**src/rtl/pixel_vram_arbiter.sv**
```systemverilog
// -----------------------------------------------------------------------------
// pixel_vram_arbiter
//
// Shares one single-port pixel VRAM between a display scan-out engine and a
// CPU. The display has priority. A CPU access is latched and waits until it
// finds a cycle where the display is not reading, then takes that cycle.
//
// Optional feature macro: PIXEL_VRAM_ARBITER_STARVE_EN
//   When defined, a CPU access that has been blocked by the display for
//   STARVE_MAX consecutive cycles takes one display slot. The display sees its
//   previous pixel repeated for that slot.
//   When undefined, the display has strict priority and the CPU can wait
//   forever.
//
// Ports
//   clk, reset_n          clock, asynchronous active-low reset
//   disp_req, disp_addr   display read request / address (every cycle)
//   disp_q                display pixel data
//   cpu_start             one-cycle request pulse; samples cpu_we/addr/data
//   cpu_we, cpu_addr      CPU access type / address
//   cpu_data              CPU write data
//   cpu_q                 CPU read data (held until the next read completes)
//   cpu_done              one-cycle completion pulse
//   cpu_busy              CPU access pending or in flight
//   vram_addr, vram_d     VRAM address / write data
//   vram_we               VRAM write enable
//   vram_q                VRAM read data, one cycle after the address
// -----------------------------------------------------------------------------
module pixel_vram_arbiter #(
   parameter int ADDR_W     = 17,
   parameter int DATA_W     = 24,
   parameter int STARVE_MAX = 64
) (
   input  logic              clk,
   input  logic              reset_n,
   input  logic              disp_req,
   input  logic [ADDR_W-1:0] disp_addr,
   output logic [DATA_W-1:0] disp_q,
   input  logic              cpu_start,
   input  logic              cpu_we,
   input  logic [ADDR_W-1:0] cpu_addr,
   input  logic [DATA_W-1:0] cpu_data,
   output logic [DATA_W-1:0] cpu_q,
   output logic              cpu_done,
   output logic              cpu_busy,
   output logic [ADDR_W-1:0] vram_addr,
   output logic [DATA_W-1:0] vram_d,
   output logic              vram_we,
   input  logic [DATA_W-1:0] vram_q
);

   typedef enum logic [1:0] {IDLE, PEND, ISSUE, RWAIT} state_t;

   state_t            state, state_nxt;
   logic              accept;
   logic              steal;
   logic              we_lat;
   logic [ADDR_W-1:0] addr_lat;
   logic [DATA_W-1:0] data_lat;
   logic [DATA_W-1:0] cpu_q_reg;
   logic [DATA_W-1:0] disp_hold;
   logic              disp_rd_d;

   // ---------------------------------------------------------------------------
   // Starvation stealing
   // ---------------------------------------------------------------------------
`ifdef PIXEL_VRAM_ARBITER_STARVE_EN
   // Counts PEND cycles lost to the display. The count is checked before it
   // is incremented, so with STARVE_MAX=N the CPU loses N slots and is granted
   // in the (N+1)th PEND cycle, taking the following cycle as ISSUE.
   logic [7:0] starve_cnt;

   assign steal = disp_req && (int'(starve_cnt) >= STARVE_MAX);

   always_ff @(posedge clk or negedge reset_n) begin
      if (!reset_n)
         starve_cnt <= '0;
      else if (state != PEND || state_nxt != PEND)
         starve_cnt <= '0;
      else if (disp_req && starve_cnt != 8'hFF)
         starve_cnt <= starve_cnt + 8'd1;
   end
`else
   logic unused_starve_max;

   assign steal             = 1'b0;
   assign unused_starve_max = (STARVE_MAX != 0);
`endif

   // ---------------------------------------------------------------------------
   // Access FSM
   // ---------------------------------------------------------------------------
   always_ff @(posedge clk or negedge reset_n) begin
      if (!reset_n) state <= IDLE;
      else          state <= state_nxt;
   end

   // The display owns the VRAM port in every cycle except ISSUE. cpu_done and
   // cpu_busy are decoded from the state, so a reset clears them immediately.
   always_comb begin
      state_nxt = state;
      accept    = 1'b0;
      cpu_done  = 1'b0;
      cpu_busy  = 1'b0;
      vram_addr = disp_addr;
      vram_we   = 1'b0;
      case (state)
         IDLE: begin
            if (cpu_start) begin
               accept    = 1'b1;
               state_nxt = PEND;
            end
         end
         PEND: begin
            cpu_busy = 1'b1;
            if (!disp_req || steal) state_nxt = ISSUE;
         end
         ISSUE: begin
            vram_addr = addr_lat;
            vram_we   = we_lat;
            if (we_lat) begin
               cpu_done  = 1'b1;
               state_nxt = IDLE;
            end else begin
               cpu_busy  = 1'b1;
               state_nxt = RWAIT;
            end
         end
         RWAIT: begin
            cpu_done  = 1'b1;
            state_nxt = IDLE;
         end
         default: state_nxt = IDLE;
      endcase
   end

   // ---------------------------------------------------------------------------
   // CPU request latch and read data
   // ---------------------------------------------------------------------------
   always_ff @(posedge clk or negedge reset_n) begin
      if (!reset_n) begin
         we_lat   <= 1'b0;
         addr_lat <= '0;
         data_lat <= '0;
      end else if (accept) begin
         we_lat   <= cpu_we;
         addr_lat <= cpu_addr;
         data_lat <= cpu_data;
      end
   end

   always_ff @(posedge clk or negedge reset_n) begin
      if (!reset_n)            cpu_q_reg <= '0;
      else if (state == RWAIT) cpu_q_reg <= vram_q;
   end

   // Read data is forwarded straight from the VRAM in the done cycle so it is
   // valid together with cpu_done, then held in cpu_q_reg.
   assign cpu_q  = (state == RWAIT) ? vram_q : cpu_q_reg;
   assign vram_d = data_lat;

   // ---------------------------------------------------------------------------
   // Display read data
   // ---------------------------------------------------------------------------
   // disp_rd_d marks that vram_q carries a display pixel this cycle. A slot
   // lost to the CPU leaves it low, so the held pixel is repeated.
   always_ff @(posedge clk or negedge reset_n) begin
      if (!reset_n) begin
         disp_rd_d <= 1'b0;
         disp_hold <= '0;
      end else begin
         disp_rd_d <= disp_req && (state != ISSUE);
         if (disp_rd_d) disp_hold <= vram_q;
      end
   end

   assign disp_q = disp_rd_d ? vram_q : disp_hold;

endmodule
```
**config.mk**
```make
export PLATFORM = sky130hd
export DESIGN_NAME = pixel_vram_arbiter
export DESIGN_NICKNAME = d
export VERILOG_FILES = /design/src/rtl/pixel_vram_arbiter.sv
export SDC_FILE = /design/constraint.sdc
export NUM_CORES = 1
export LEC_CHECK = 0
export BUFFER_PORTS_ARGS = -buffer_cell sky130_fd_sc_hd__buf_4
export CELL_PAD_IN_SITES_DETAIL_PLACEMENT = 1
export CELL_PAD_IN_SITES_GLOBAL_PLACEMENT = 1
export CORE_MARGIN = 2
export CORE_UTILIZATION = 36
export DETAILED_ROUTE_END_ITERATION = 8
export GPL_TIMING_DRIVEN = 0
export PLACE_DENSITY = 0.77
export SLEW_MARGIN = 20
export SYNTH_ARGS = -nofsm -noshare
export SYNTH_HDL_FRONTEND = slang
export SYNTH_SLANG_ARGS = --single-unit
```
**constraint.sdc**
```tcl
create_clock -name clk -period 1.89 [get_ports clk]
set_input_delay 0.2835 -clock clk [delete_from_list [all_inputs] [get_ports clk]]
set_output_delay 0.2835 -clock clk [all_outputs]
set_load 0.03 [all_outputs]
```
==> flow_summary_export.csv, run 1 <==
group,metric,value,unit
outcome,status,"complete, but fails checks",
outcome,failed_checks,"negative setup slack",
route,drt_wl_total,10400,µm
yosys,synth_nets,327,
cells_and_area,area_growth,62.2,%
pwr,cellPowerDensity,2050,nW/µm²
setup_path,critical_path.top_delay_family,"flip-flops",
clocking,cts_buffers,9,
sta,finClkSkew,6.05,ps
yosys,synthTopCellsByArea,"dfrtp_1 61%, mux2_2 32%, buf_6 2.4%",
setup_path,crit_buf_inv,3,
sta,rsz0062_at_grt,"yes",
sta,hold_viol_final,0,
sta,fin_setup_tns,-4640,ps
clocking,clock-root-buffer,"clkbuf_8",
cells_and_area,nNetsFinal,535,
global_route,grt_use_total,17.4,%
floorplan,num_rows,37,
route,wl_met2,5570,µm
yosys,yosys_warnings,0,
route,drc_errors,0,
placement,port_buffers,178,
setup_path,endpoint_kind,"output port",
route,wire_per_inst,17.8,µm
setup_path,path_cells,"ha_4, buf_12, clkbuf_16, mux2_4, buf_6",
sta,period_minus_slack,2020,ps
yosys,synth_flop_cell,"dfrtp_1",
yosys,netlist_area,3810,µm²
yosys,ys_async_sr_fraction,100,%
yosys,synthTopCellsByCount,"107 x mux2_2, 93 x dfrtp_1, 8 x buf_6",
route,drt_iter0_drc,70,
setup_path,arrival,1740,ps
floorplan,die_area,11400,µm²
setup_path,critPathMaxFanout,7,
sta,setup_viol,43,
sta,finalMaxSlewViolations,0,
route,ant_nets,0,
clocking,cts_buffer_depth,2,
floorplan,core_area,10300,µm²
sta,timing.final.ws_setup,-133,ps
flow_run,drv_cap,0,
sta,fmax,0.494,GHz
yosys,synth_edf_count,0,
global_route,grt_remaining_overflow,0,
floorplan,fp.dieH,107,µm
clocking,h-tree-depth,3,
sta,finalCritPeriodShare,107,%
hold_path,hold_class,"in2async",
cells_and_area,antenna_cells,0,
pwr,ir_drop,0.000825,V
route,drtPass1Iterations,4,
yosys,yosysMostFrequentCell,"mux2_2",
yosys,ys_seq_area_share,61.1,%
pwr,totalPowerFinal,12700,µW
placement,dp_slack,19.2,ps
setup_path,cp_slowest_stage_delay,450,ps
global_route,grt_pass1_vias,3047,
floorplan,start_util,36.9,%
clocking,path_clk_slew,90,ps
global_route,grt_pass1_wl,15400,µm
sta,slew_headroom,43.9,%
yosys,avgSynthCellArea,16.3,µm²
global_route,antenna_found_initial,0,
yosys,synth_cells,234,
cells_and_area,drive_gt1_share,76.1,%
setup_path,worstPathRequired,1610,ps
cells_and_area,fill_cells,987,
yosys,synth_top_area_share,61.1,%
pwr,power.leakage,0.00298,µW
clocking,cts_tree,"yes",
route,met3_wirelength,730,µm
setup_path,r2r_slack,200,ps
route,via_per_inst,4.72,
route,wl_met1,3960,µm
yosys,ys_seq_elements,93,
placement,gp_congestion,0.686,
yosys,ys_types,16,
clocking,cts_hold_buffers,0,
route,num_vias,2749,
global_route,grt_max_degree,94,
yosys,synth_top_cell_by_area,"dfrtp_1",
sta,tightest_slew,841,ps
route,dr.max_layer_used,"met4",
clocking,cts.sinks,93,
placement,dpl.hpwl,7010,µm
floorplan,pin_count,179,
floorplan,chipWidth,107,µm
clocking,clk_latency,350,ps
setup_path,slowest_stage,"dfrtp_2",
setup_path,start_kind,"flip-flop",
setup_path,worst-setup-path-type,"reg2out",
[layout make-up]
| class | count | area (µm²) | area share, % |
|---|---|---|---|
| Tap cell | 136 | 170 | 2.75 |
| Clock buffer | 10 | 138 | 2.23 |
| Timing Repair Buffer | 197 | 1720 | 27.8 |
| Clock inverter | 6 | 86.3 | 1.40 |
| Inverter | 2 | 7.51 | 0.121 |
| Multi-Input combinational cell | 127 | 1550 | 25.1 |
| Sequential cell | 93 | 2330 | 37.7 |
| Buffer | 12 | 181 | 2.94 |
[per-stage QoR]
stage | area, µm² | hold slack [ps] | cells | utilization, %
2_1_floorplan | 3810 | -12.1 | 234 | -
3_3_place_gp | 5320 | 481 | 548 | 51.5
3_5_place_dp | 5320 | 437 | 548 | 51.5
4_1_cts | 5860 | 37.8 | 573 | 56.7
5_1_grt | 6180 | 56.6 | 583 | 59.9
6_report | 6180 | 6.79 | 583 | 59.9
[cells in the final DEF (no fill, tap or decap), drive strengths merged]
cell type and instances:
nand2 2, bufinv 2, nand2b 2, a31oi 2, inv 2, o211ai 1, buf 206, clkbuf 13
o21ai 1, clkinv 3, ha 6, mux2 107, dfrtp 93, o21a 1, clkinvlp 1, and2 2
nor2b 2, or2 1
[layer usage]
metal | vias to the layer above | GRT usage [%]
li1 | 1233 | -
met1 | 1392 | 19.7
met2 | 113 | 31.5
met3 | 11 | 6.02
met4 | 0 | 3.90
met5 | - | 0
[kinds of logic (layout without fill, tap and decap cells)]
kind of cell	after synthesis	after routing	synth area share [%]
AOI/OAI and AO/OA	5	5	0.854
adders and majority gates	6	6	1.97
buffers and inverters	14	227	3.09
DFF	93	93	61.1
muxes	107	107	31.6
and+or+nand+nor	9	9	1.41
[report_power, final]
group / internal [µW] / total (µW) / leakage, µW / switching [µW]
registers: 2980 / 3400 / 0.00109 / 427
clock network: 779 / 1460 / 0.000112 / 678
logic: 3900 / 7840 / 0.00177 / 3940
total: 7650 / 12700 / 0.00298 / 5040
[timing repair]
action / CTS / global route
cloned: 1 / 3
resized for setup: 67 / 51
pin swaps: 0 / 3
endpoints found under the setup margin: 63 / 59
buffers inserted: 8 / 7
[worst paths after layout]
path,to,startpoint,cells past startpoint
setup / recovery,cpu_q[9],state[0]$_DFFE_PN0P_,5
hold / removal,disp_hold[21]$_DFF_PN0_,reset_n,1
setup reg to reg,vram_d[0]$_DFFE_PN0P_,state[0]$_DFFE_PN0P_,6
hold reg to reg,disp_hold[20]$_DFF_PN0_,disp_hold[20]$_DFF_PN0_,1
max in group asynchronous,state[0]$_DFFE_PN0P_,reset_n,1
min in group clk,addr_lat[1]$_DFFE_PN0P_,cpu_addr[1],2
(Power assumes the default switching activity.)
==> run 2: changes to the inputs <==
--- a/config.mk
+++ b/config.mk
@@ -13,6 +13,7 @@
 export DETAILED_ROUTE_END_ITERATION = 8
 export GPL_TIMING_DRIVEN = 0
 export PLACE_DENSITY = 0.77
+export SETUP_SLACK_MARGIN = 0.2
 export SLEW_MARGIN = 20
 export SYNTH_ARGS = -nofsm -noshare
 export SYNTH_HDL_FRONTEND = slang
==> run 2 against run 1 <==
Net effect: the flow finishes with violations (negative hold slack, negative setup slack); flip-flop and latch count did not move; clock power rose by 3%; worst setup slack got worse by 38 ps; design area rose by 7.9%; via count rose by 3.9%; first-iteration DRC count rose by 33%; critical path type unchanged; largest cell class unchanged.
==> flow_summary_export.csv, run 2 (synthesis results as in run 1) <==
group,metric,value,unit
clocking,cts.sinks,93,
sta,hold_viol_final,2,
setup_path,slowest_stage,"dfrtp_2",
cells_and_area,multiInputGateArea,1650,µm²
clocking,clk_latency,360,ps
cells_and_area,fin_util,64.6,%
clocking,clock-root-buffer,"clkbuf_8",
cells_and_area,layout_commonest_cell,"buf_4",
route,drc_errors,0,
cells_and_area,drive_gt1_share,77.7,%
placement,dp_slack,19.2,ps
hold_path,hold_class,"in2async",
clocking,cts_tree,"yes",
pwr,ir_drop,0.000971,V
cells_and_area,nNetsFinal,559,
global_route,grt_pass1_wl,16500,µm
setup_path,cp.depth,5,
cells_and_area,most-common-layout-cells,"136 x buf_4, 91 x dfrtp_1, 77 x buf_6",
sta,slew_headroom,44.0,%
setup_path,worst-setup-path-type,"reg2out",
sta,hold-worst-slack,-14.7,ps
setup_path,endpoint_kind,"output port",
floorplan,chipWidth,107,µm
cells_and_area,seqCellArea,2330,µm²
route,num_vias,2857,
global_route,grt_use_total,18.9,%
setup_path,start_kind,"flip-flop",
setup_path,worstPathRequired,1610,ps
clocking,cts_buffer_depth,2,
global_route,grt_remaining_overflow,0,
clocking,path_clk_slew,90,ps
sta,timing.final.ws_setup,-172,ps
clocking,h-tree-depth,3,
pwr,power.leakage,0.00326,µW
placement,gp_congestion,0.686,
clocking,cts_buffers,9,
route,drt_wl_total,12900,µm
floorplan,num_rows,37,
setup_path,cp_slowest_stage_delay,460,ps
placement,port_buffers,178,
floorplan,die_area,11400,µm²
cells_and_area,area_growth,74.9,%
global_route,grt_max_degree,94,
floorplan,start_util,36.9,%
placement,dpl.hpwl,7010,µm
cells_and_area,fill_cells,954,
setup_path,critPathMaxFanout,7,
setup_path,path_cells,"ha_4, buf_12, clkbuf_16, mux2_4, buf_6",
outcome,status,"complete, but fails checks",
setup_path,r2r_cells,6,
sta,tightest_slew,840,ps
sta,rsz0062_at_grt,"yes",
sta,fmax,0.485,GHz
route,ant_nets,0,
cells_and_area,antenna_cells,0,
floorplan,pin_count,179,
sta,finClkSkew,7.12,ps
outcome,failed_checks,"negative hold slack, negative setup slack",
route,drt_iter0_drc,93,
floorplan,fp.dieH,107,µm
sta,period_minus_slack,2060,ps
global_route,antenna_found_initial,0,
sta,finalCritPeriodShare,109,%
setup_path,arrival,1780,ps
pwr,cellPowerDensity,2080,nW/µm²
pwr,totalPowerFinal,13900,µW
sta,finalMaxSlewViolations,0,
route,drtPass1Iterations,4,
global_route,grt_pass1_vias,3201,
setup_path,critical_path.top_delay_family,"flip-flops",
sta,setup_viol,45,
route,wire_per_inst,21.2,µm
setup_path,crit_buf_inv,3,
flow_run,drv_cap,0,
route,via_per_inst,4.71,
floorplan,core_area,10300,µm²
==> run 2: cell count changes in the layout (fill, tap and decap cells not counted), moves of 2 or more <==
cell / before / now
buf_6: 54 / 77
mux2_2: 66 / 43
mux2_4: 41 / 64
buf_4: 145 / 136
buf_12: 4 / 8
buf_8: 3 / 7
buf_16: 0 / 2
==> run 2: final cells by class <==
type,count,area share [%]
clock inverters,6,1.30
multi-input cells,127,24.8
well taps,136,2.55
inverters,2,0.113
clock buffers,10,2.06
plain buffers,12,2.95
repair buffers,221,31.3
flip-flops and latches,93,34.9
==> run 2: worst paths after layout <==
| path | startpoint | to | slack (ps) |
|---|---|---|---|
| worst max register to register | state[0]$_DFFE_PN0P_ | vram_d[0]$_DFFE_PN0P_ | 290 |
| worst min register to register | vram_d[19]$_DFFE_PN0P_ | vram_d[19]$_DFFE_PN0P_ | 510 |
| worst min-delay path | reset_n | disp_hold[20]$_DFF_PN0_ | -10 |
| min in group clk | cpu_addr[2] | addr_lat[2]$_DFFE_PN0P_ | 150 |
| worst max-delay path | state[1]$_DFFE_PN0P_ | cpu_q[5] | -170 |
| max in group asynchronous | reset_n | state[1]$_DFFE_PN0P_ | 1290 |
==> run 2: worst reg2reg max path, delay by kind of cell, from the launching register on <==
family | cells | cell delay [ps]
fa+ha+maj | 1 | 200
flops | 1 | 420
simple gates | 1 | 130
mux | 1 | 350
buf+inv | 3 | 380
==> run 2: routing by layer <==
metal | vias to the layer above | part of all wire [%] | global-route usage [%]
met5 | - | 0 | 0
met4 | 0 | 1.2 | 4.17
met3 | 11 | 6.7 | 6.57
met2 | 111 | 55 | 35.0
met1 | 1453 | 38 | 20.7
li1 | 1282 | - | -
==> run 2: what timing repair did <==
action                                  in CTS  in global routing
endpoints found under the setup margin      68                108
cloned                                       3                  3
hold buffers                                 0                  0
pin swaps                                    0                  4
resized for setup                          120                 58
setup buffers                               17                 20
==> run 2: power by group <==
part	switching, µW	internal (µW)
registers	503	2980
logic	4300	4580
clock network	717	779
total	5520	8340
==> run 2: through the flow <==
step	setup TNS (ps)	std cells	instance area, µm²
floorplan	0	234	3810
finish	-5740	607	6670
CTS	-5320	584	6210
detailed placement	0	548	5320
global placement	0	548	5320
global route	-8620	607	6670
